`config.mk`:
```
export PLATFORM = sky130hd
export DESIGN_NAME = security_lock_fsm
export DESIGN_NICKNAME = d
export VERILOG_FILES = /design/src/rtl/security_lock_fsm.sv
export SDC_FILE = /design/constraint.sdc
export NUM_CORES = 1
export LEC_CHECK = 0
export CAP_MARGIN = 40
export CORE_UTILIZATION = 45
export CTS_CLUSTER_SIZE = 14
export DETAILED_ROUTE_END_ITERATION = 10
export PLACE_DENSITY_LB_ADDON = 0.25
export SYNTH_ARGS = -nofsm -noshare
export SYNTH_HDL_FRONTEND = slang
export SYNTH_SLANG_ARGS = --single-unit
export TNS_END_PERCENT = 1
```
`constraint.sdc`:
```
create_clock -name i_Clk -period 1.91 [get_ports i_Clk]
set_input_delay 0.382 -clock i_Clk [delete_from_list [all_inputs] [get_ports i_Clk]]
set_output_delay 0.382 -clock i_Clk [all_outputs]
set_load 0.05 [all_outputs]
```
`src/rtl/security_lock_fsm.sv`:
```
// security_lock_fsm: keypad code-entry lock with failed-attempt counting,
// timed lockout and inactivity discard of partial entries.
`default_nettype none

module security_lock_fsm #(
   parameter int DIGIT_W        = 4,
   parameter int CODE_LEN       = 4,
   parameter logic [CODE_LEN*DIGIT_W-1:0] CODE = 16'h1234,
   parameter int MAX_ATTEMPTS   = 3,
   parameter int LOCKOUT_CYCLES = 1000,
   parameter int TIMEOUT_CYCLES = 500
) (
   input  logic                              i_Clk,
   input  logic                              i_Reset,
   input  logic                              i_Digit_Valid,
   input  logic [DIGIT_W-1:0]                i_Digit,
   input  logic                              i_Arm,
   output logic                              o_LED_1,
   output logic                              o_LED_2,
   output logic                              o_Locked,
   output logic [$clog2(MAX_ATTEMPTS+1)-1:0] o_Fail_Count,
   output logic [2:0]                        o_State
);

   localparam int CODE_W = CODE_LEN * DIGIT_W;
   localparam int CNT_W  = $clog2(CODE_LEN + 1);
   localparam int FAIL_W = $clog2(MAX_ATTEMPTS + 1);
   localparam int IDLE_W = $clog2(TIMEOUT_CYCLES);
   localparam int LOCK_W = $clog2(LOCKOUT_CYCLES);

   localparam logic [CNT_W-1:0]  LEN_LAST  = CNT_W'(CODE_LEN - 1);
   localparam logic [FAIL_W-1:0] FAIL_LAST = FAIL_W'(MAX_ATTEMPTS - 1);
   localparam logic [FAIL_W-1:0] FAIL_MAX  = FAIL_W'(MAX_ATTEMPTS);
   localparam logic [IDLE_W-1:0] IDLE_LAST = IDLE_W'(TIMEOUT_CYCLES - 1);
   localparam logic [LOCK_W-1:0] LOCK_LAST = LOCK_W'(LOCKOUT_CYCLES - 1);

   typedef enum logic [2:0] {
      ARMED    = 3'd0,
      ENTRY    = 3'd1,
      CHECK    = 3'd2,
      DISARMED = 3'd3,
      LOCKOUT  = 3'd4
   } state_t;

   state_t              state, state_next;
   logic [CODE_W-1:0]   entry, entry_next, shifted;
   logic [CNT_W-1:0]    count, count_next;
   logic [FAIL_W-1:0]   fail, fail_next;
   logic [IDLE_W-1:0]   idle, idle_next;
   logic [LOCK_W-1:0]   lock, lock_next;

   // First digit entered ends up in the most significant position.
   assign shifted = (entry << DIGIT_W) | CODE_W'(i_Digit);

   always_ff @(posedge i_Clk) begin
      if (i_Reset) begin
         state <= ARMED;
         entry <= '0;
         count <= '0;
         fail  <= '0;
         idle  <= '0;
         lock  <= '0;
      end else begin
         state <= state_next;
         entry <= entry_next;
         count <= count_next;
         fail  <= fail_next;
         idle  <= idle_next;
         lock  <= lock_next;
      end
   end

   always_comb begin
      state_next = state;
      entry_next = entry;
      count_next = count;
      fail_next  = fail;
      idle_next  = idle;
      lock_next  = lock;
      case (state)
         ARMED: begin
            if (i_Digit_Valid) begin
               entry_next = shifted;
               count_next = CNT_W'(1);
               idle_next  = '0;
               state_next = (CODE_LEN == 1) ? CHECK : ENTRY;
            end
         end
         ENTRY: begin
            // A digit on the expiry cycle takes priority over the timeout.
            if (i_Digit_Valid) begin
               entry_next = shifted;
               count_next = count + CNT_W'(1);
               idle_next  = '0;
               if (count == LEN_LAST) state_next = CHECK;
            end else if (idle == IDLE_LAST) begin
               entry_next = '0;
               count_next = '0;
               idle_next  = '0;
               state_next = ARMED;
            end else begin
               idle_next = idle + IDLE_W'(1);
            end
         end
         CHECK: begin
            entry_next = '0;
            count_next = '0;
            idle_next  = '0;
            if (entry == CODE) begin
               fail_next  = '0;
               state_next = DISARMED;
            end else if (fail >= FAIL_LAST) begin
               fail_next  = FAIL_MAX;
               lock_next  = '0;
               state_next = LOCKOUT;
            end else begin
               fail_next  = fail + FAIL_W'(1);
               state_next = ARMED;
            end
         end
         DISARMED: begin
            if (i_Arm) state_next = ARMED;
         end
         LOCKOUT: begin
            if (lock == LOCK_LAST) begin
               lock_next  = '0;
               fail_next  = '0;
               state_next = ARMED;
            end else begin
               lock_next = lock + LOCK_W'(1);
            end
         end
         default: begin
            state_next = ARMED;
            entry_next = '0;
            count_next = '0;
            fail_next  = '0;
            idle_next  = '0;
            lock_next  = '0;
         end
      endcase
   end

   assign o_State      = state;
   assign o_LED_1      = (state == DISARMED);
   assign o_Locked     = (state == LOCKOUT);
   assign o_LED_2      = (fail != '0) || (state == LOCKOUT);
   assign o_Fail_Count = fail;

endmodule

`default_nettype wire

```
==> out/qor.txt, run 1 <==
Outcome - completed
WP data required - 1530 ps
Setup CP Type - reg -> out
RSZ-0062 raised after global routing - true
Drt first pass iters - 4
Cells after Synth - 215
Core box area - 0.004354 mm²
Seq/Total Area, Yosys - 42.16%
Max-slew headroom - 66.81%
Average footprint of a synthesized cell - 9.497 µm²
First-iteration detailed-routing DRC count - 83
IO Port Bufs - 15
Yosys top cell area share - 42.16%
Slowest-stage cell, CP - clkdlybuf4s50_1
Max-slew violation count - 0
Endpoint, Worst Hold - entry[12]
Final Wtd Congestion - 0.8222
Worst reg2reg path depth - 6
LEAKAGE - 0.9731 nW
Maximum vdd drop - 0.0006082 V
Die ar. - 0.004811 mm²
Max-cap violations - 0
Ys flop type - dfxtp_1
Vias in the first global route - 1,658
CTS buffer count - 5
Gr usage total - 19.29%
IO Pins - 16
Pin count of the biggest net entering global routing - 22
Most frequent cells in the layout - dfxtp_1 (39), buf_4 (30), a22o_1 (18)
GR Overflow Total - 0
Mapped cell area - 0.002042 mm²
Synth cell types - 59
Area leader, netlist - dfxtp_1
First-pass GRT wire length - 7445 µm
Fin crit share - 96.46%
Crit-path max FO - 3
Worst path top cell family by delay - buffers and inverters
Post-CTS Hold Buffers - 0
Fmax - 542.8 MHz
Final TNS setup - 0 ps
Data arrival, critical path - 1460 ps
Nets - 267
Antenna violations before repair - 0
Area Growth Syn to Fin - 25.92%
Cell Chain, Critical Path - clkdlybuf4s50_1
Yosys reg bits - 43
Number of synthesized flops with an enable pin - 0
Max H-tree Level - 2
Clk_lat worst skew - 300 ps
Clock Sinks - 43
Ys Warns - 0
R2r startpoint - idle[1]
Area contributors post-synth - dfxtp_1 (42%), a22o_1 (7.7%), nand3_1 (2.9%), a21oi_1 (2.5%), ha_1 (2.5%)
Die Height - 69.36 µm
CP startpoint - o_Fail_Count[0]
PD cells - 1032 mW/mm²
R2R Path End - o_State[0]
Root Buffer Master - clkbuf_8
Fillers - 381
Worst min path class - reg -> reg
ANT cells - 0
Layout cells sized above 1 - 21.48%
Fin worst setup slack - 67.70 ps
WL final - 4315 µm
Multi-input logic area - 0.001106 mm²
Syn_nets - 227
Hold path cells - 1
DP HPWL - 3215 µm
Critical path endpoint category - output port
Core Util, Final - 59.05%
Clock skew - 6.092 ps
Register area - 868.3 µm²
Hold wc startpoint - entry[12]
Clock Path Buffers - 2
Post-DRT Antenna Nets - 0
Worst-Margin Slew - 496.8 ps
TritonCTS clock tree - done
Fraction of registers with async set/reset - 0%
Postcts setup bufs - 0
Commonest non-fill, non-tap cell in the layout - dfxtp_1
Vias/cell - 5.821
Drt drc - 0
Placement Setup Slack - -204.3 ps
Register-to-Register Setup Slack - 80 ps
Initial Utilization - 46.90%
Number of cell rows - 24
Final setup fails - 0
Final Hold Viols - 0
Crit path buffers/inverters - 1
Slowest Stage Delay on Critical Path - 810 ps
Final min period - 1842 ps
Routed WL per cell - 14.01 µm
Startpoint Class - flop
Die W - 69.36 µm
Reg clk slew, reported paths - 80 ps
Via count - 1,793
[cell type report]
cell class                      instances  share of cell area, %
Clock inverter                          2                 0.4866
Timing Repair Buffer                   43                  15.77
Tap cell                               52                  2.530
Clock buffer                            6                  2.822
Inverter                               11                  1.606
Multi-Input combinational cell        151                  43.02
Sequential cell                        43                  33.77
[state kept, by name (all words and copies together), names as in the netlist]
signal / flops
entry: 16
count: 3
lock: 10
idle: 9
o_Fail_Count: 2
o_State: 3
[report_power, final]
| group | leakage (nW) | switching [mW] | internal, mW |
|---|---|---|---|
| Sequential | 0.350 | 0.0899 | 1.00 |
| Combinational | 0.582 | 0.546 | 0.459 |
| Clock | 0.0412 | 0.304 | 0.255 |
[cell families (layout without fill, tap and decap cells)]
| logic type | after synthesis | count (layout) | share of synthesized area (%) |
|---|---|---|---|
| simple gates | 69 | 69 | 20.04 |
| fa+ha+maj | 4 | 4 | 2.451 |
| flops | 43 | 43 | 42.16 |
| buf+inv | 21 | 62 | 4.657 |
| xor+xnor | 4 | 4 | 1.716 |
| compound gates | 74 | 74 | 28.98 |
[stage by stage]
| stage | instances | hold slack [ps] | power, mW | cell area [µm²] |
|---|---|---|---|---|
| floorplan | 215 | 436.5 | 1.700 | 2048 |
| global placement | 300 | 453.0 | 2.089 | 2465 |
| detailed placement | 300 | 458.9 | 2.106 | 2465 |
| CTS | 308 | 491.6 | 2.675 | 2550 |
| global route | 308 | 511.4 | 2.803 | 2571 |
| finish | 308 | 481.2 | 2.654 | 2571 |
[what timing repair did]
item / 4_1_cts / 5_1_grt
endpoints found under the setup margin: 0 / 28
hold endpoints to repair: 0 / 0
gates resized for setup: 0 / 5
[worst max-delay path by stage]
stage | end | cells past startpoint
6_report | o_Fail_Count[0] | 1
5_1_grt | o_State[0] | 5
4_1_cts | o_State[1] | 6
3_5_place_dp | count[0] | 6
3_3_place_gp | entry[6] | 6
2_1_floorplan | lock[8] | 5
[layer usage]
metal | global-route usage [%] | routed length (µm) | share of wire [%]
met1 | 26.63 | 2167 | 50
met5 | 0 | 0 | 0
met3 | 4.942 | 143 | 3.3
met2 | 28.59 | 1918 | 44
met4 | 7.937 | 85 | 2.0
[Yosys cell counts (2+ instances only)]
master,number
dfxtp_1,43
a22o_1,18
nand3_1,12
inv_1,11
a21oi_1,10
nand2_1,9
nor2_1,9
o21ai_0,6
or3_1,6
a31oi_1,5
and2_1,4
buf_2,4
clkbuf_1,4
ha_1,4
nand4_1,4
nor4b_1,4
a311oi_1,3
nand2b_1,3
nand3b_1,3
o211ai_1,3
o21a_1,3
xor2_1,3
a211oi_1,2
a41oi_1,2
and3_1,2
and4_1,2
nor3_1,2
o2111ai_1,2
o31a_1,2
[worst reg2reg max path: cells and delay by family (launching register included)]
family / cells / cell delay, ps
AOI/OAI and AO/OA: 2 / 490
buffers and inverters: 1 / 170
DFF: 1 / 350
adders and majority gates: 1 / 200
and+or+nand+nor: 2 / 570
No activity file was read; power rests on OpenSTA's default activity.
==> run 2: changes to the inputs <==
- SETUP_SLACK_MARGIN: unset -> 0.1
==> run 2 against run 1 <==
  * Clock-buffer cell count increased by 1
  * Clock skew decreased by 0.58 ps
  * Clock power increased by 40%
  * Non-clock buffer count decreased by 4
  * Sequential cell count unchanged
  * Sequential share of layout area increased by 0.13 points
  * Die area unchanged
  * Sequential power increased by 4%
  * Register-to-register slack about the same
==> out/qor.txt, run 2 (synthesized netlist as in run 1, its figures left out) <==
Outcome - completed
Final min period - 1836 ps (-6.247 ps)
Area Growth Syn to Fin - 26.16%
Worst min path class - reg -> reg
Final Wtd Congestion - 0.8013 (-2.5%)
WP data required - 1530 ps (about the same)
Die ar. - 0.004811 mm² (unchanged)
Initial Utilization - 46.90% (unchanged)
Max layer used - met4
Layout cells sized above 1 - 21.03% (-0.45 points)
Crit-path max FO - 12 (+9)
Drt first pass iters - 4 (unchanged)
Root Buffer Master - clkbuf_8
Via count - 1,735 (-3.2%)
CTS buffer count - 5 (unchanged)
LEAKAGE - 0.9844 nW (+1.2%)
First-iteration detailed-routing DRC count - 62 (-25%)
ANT cells - 0 (unchanged)
Post-CTS Hold Buffers - 0 (unchanged)
Number of cell rows - 24 (unchanged)
Fmax - 544.6 MHz (+0.34%)
Commonest non-fill, non-tap cell in the layout - dfxtp_1
Placement Setup Slack - -200.2 ps (+4.093 ps)
Startpoint Class - flop
Clock Path Buffers - 2 (unchanged)
GR Overflow Total - 0 (unchanged)
Setup CP Type - reg -> out
Number of flip-flops in the largest register - 16 (unchanged)
M1 WL - 2258 µm (+4.2%)
Max-slew violation count - 0 (unchanged)
Top flop regs - entry: 16 flops, lock: 10 flops, idle: 9 flops
WL final - 4221 µm (-2.2%)
First-pass GRT wire length - 7051 µm (-5.3%)
Core box area - 0.004354 mm² (unchanged)
Final TNS setup - 0 ps (unchanged)
Antenna violations before repair - 0 (unchanged)
Data arrival, critical path - 1450 ps (about the same)
Pin count of the biggest net entering global routing - 20 (-9.1%)
Final hold slack - 482.4 ps (+1.185 ps)
Maximum vdd drop - 0.0009276 V (+53%)
Clock skew - 5.510 ps (-0.5822 ps)
IO Port Bufs - 15 (unchanged)
TritonCTS clock tree - done
# placed instances - 296 (-1.3%)
Die W - 69.36 µm (unchanged)
Max H-tree Level - 2 (unchanged)
Final setup fails - 0 (unchanged)
Vias in the first global route - 1,586 (-4.3%)
Largest Register - entry
Reg clk slew, reported paths - 80 ps (about the same)
Max-cap violations - 0 (unchanged)
Max-slew headroom - 66.89% (+0.084 points)
Drt drc - 0 (unchanged)
Gr usage total - 18.17% (-1.1 points)
PD cells - 1093 mW/mm² (+5.9%)
Routed WL per cell - 13.88 µm (-0.89%)
IO Pins - 16 (unchanged)
Critical path endpoint category - output port
Worst-Margin Slew - 495.8 ps (-1.052 ps)
Clk_lat worst skew - 290 ps (about the same)
Non-Filler Instances - 304 (-1.3%)
Clock Sinks - 43 (unchanged)
Fin crit share - 96.13% (-0.33 points)
Die Height - 69.36 µm (unchanged)
Fin worst setup slack - 73.94 ps (+6.247 ps)
Nets - 263 (-1.5%)
Vias/cell - 5.707 (-2.0%)
Most frequent cells in the layout - dfxtp_1 (37), buf_4 (26), a22o_1 (18)
Postcts setup bufs - 0 (unchanged)
Final Hold Viols - 0 (unchanged)
RSZ-0062 raised after global routing - true
Post-DRT Antenna Nets - 0 (unchanged)
Met3 WL - 92 µm (-36%)
WL met2 - 1805 µm (-5.9%)
DP HPWL - 3019 µm (-6.1%)
Fillers - 377 (-1.0%)
## run 2: critical path, cell delays in order (launching register included)
cell     delay, ps
dfxtp_4        390
or3b_4         450
nand3_1        160
buf_12         150
## run 2: final cells by class
| type | instances | area (µm²) | area share, % |
|---|---|---|---|
| Clock inverter | 1 | 30.03 | 1.166 |
| Tap cell | 52 | 65.06 | 2.525 |
| Timing Repair Buffer | 39 | 377.9 | 14.67 |
| Sequential cell | 43 | 873.3 | 33.90 |
| Multi-Input combinational cell | 151 | 1091 | 42.35 |
| Inverter | 11 | 41.29 | 1.603 |
| Clock buffer | 7 | 97.59 | 3.788 |
## run 2: path summary, 6_finish.rpt
check / from / slack, ps / cells after the start / endpoint
worst max-delay path: o_State[1] / 70 / 3 / o_LED_2
worst min-delay path: entry[12] / 480 / 1 / entry[12]
worst min register to register: entry[12] / 480 / 1 / entry[12]
worst max register to register: idle[6] / 90 / 5 / o_State[0]
## run 2: stage by stage
| step | utilization (%) | total power, mW | area, µm² |
|---|---|---|---|
| 2_1_floorplan | - | 1.709 | 2053 |
| 3_3_place_gp | 55.98 | 2.048 | 2437 |
| 3_5_place_dp | 55.98 | 2.050 | 2437 |
| 4_1_cts | 58.91 | 2.835 | 2565 |
| 5_1_grt | 59.17 | 2.968 | 2576 |
| 6_report | 59.17 | 2.817 | 2576 |
## run 2: power by group
| part | switching (mW) | total [mW] | internal, mW |
|---|---|---|---|
| clock | 0.310 | 0.780 | 0.470 |
| sequential | 0.123 | 1.13 | 1.00 |
| combinational | 0.492 | 0.910 | 0.418 |
| total | 0.925 | 2.82 | 1.89 |
## run 2: routing by layer
layer | vias to the layer above | global-route usage, %
met2 | 18 | 27.08
met3 | 5 | 4.360
met5 | - | 0
met1 | 808 | 25.21
li1 | 904 | -
met4 | 0 | 7.256
## run 2: timing repair
item	in CTS	in global routing
setup endpoints to repair	5	27
gates resized for setup	1	6
pin swaps	0	0
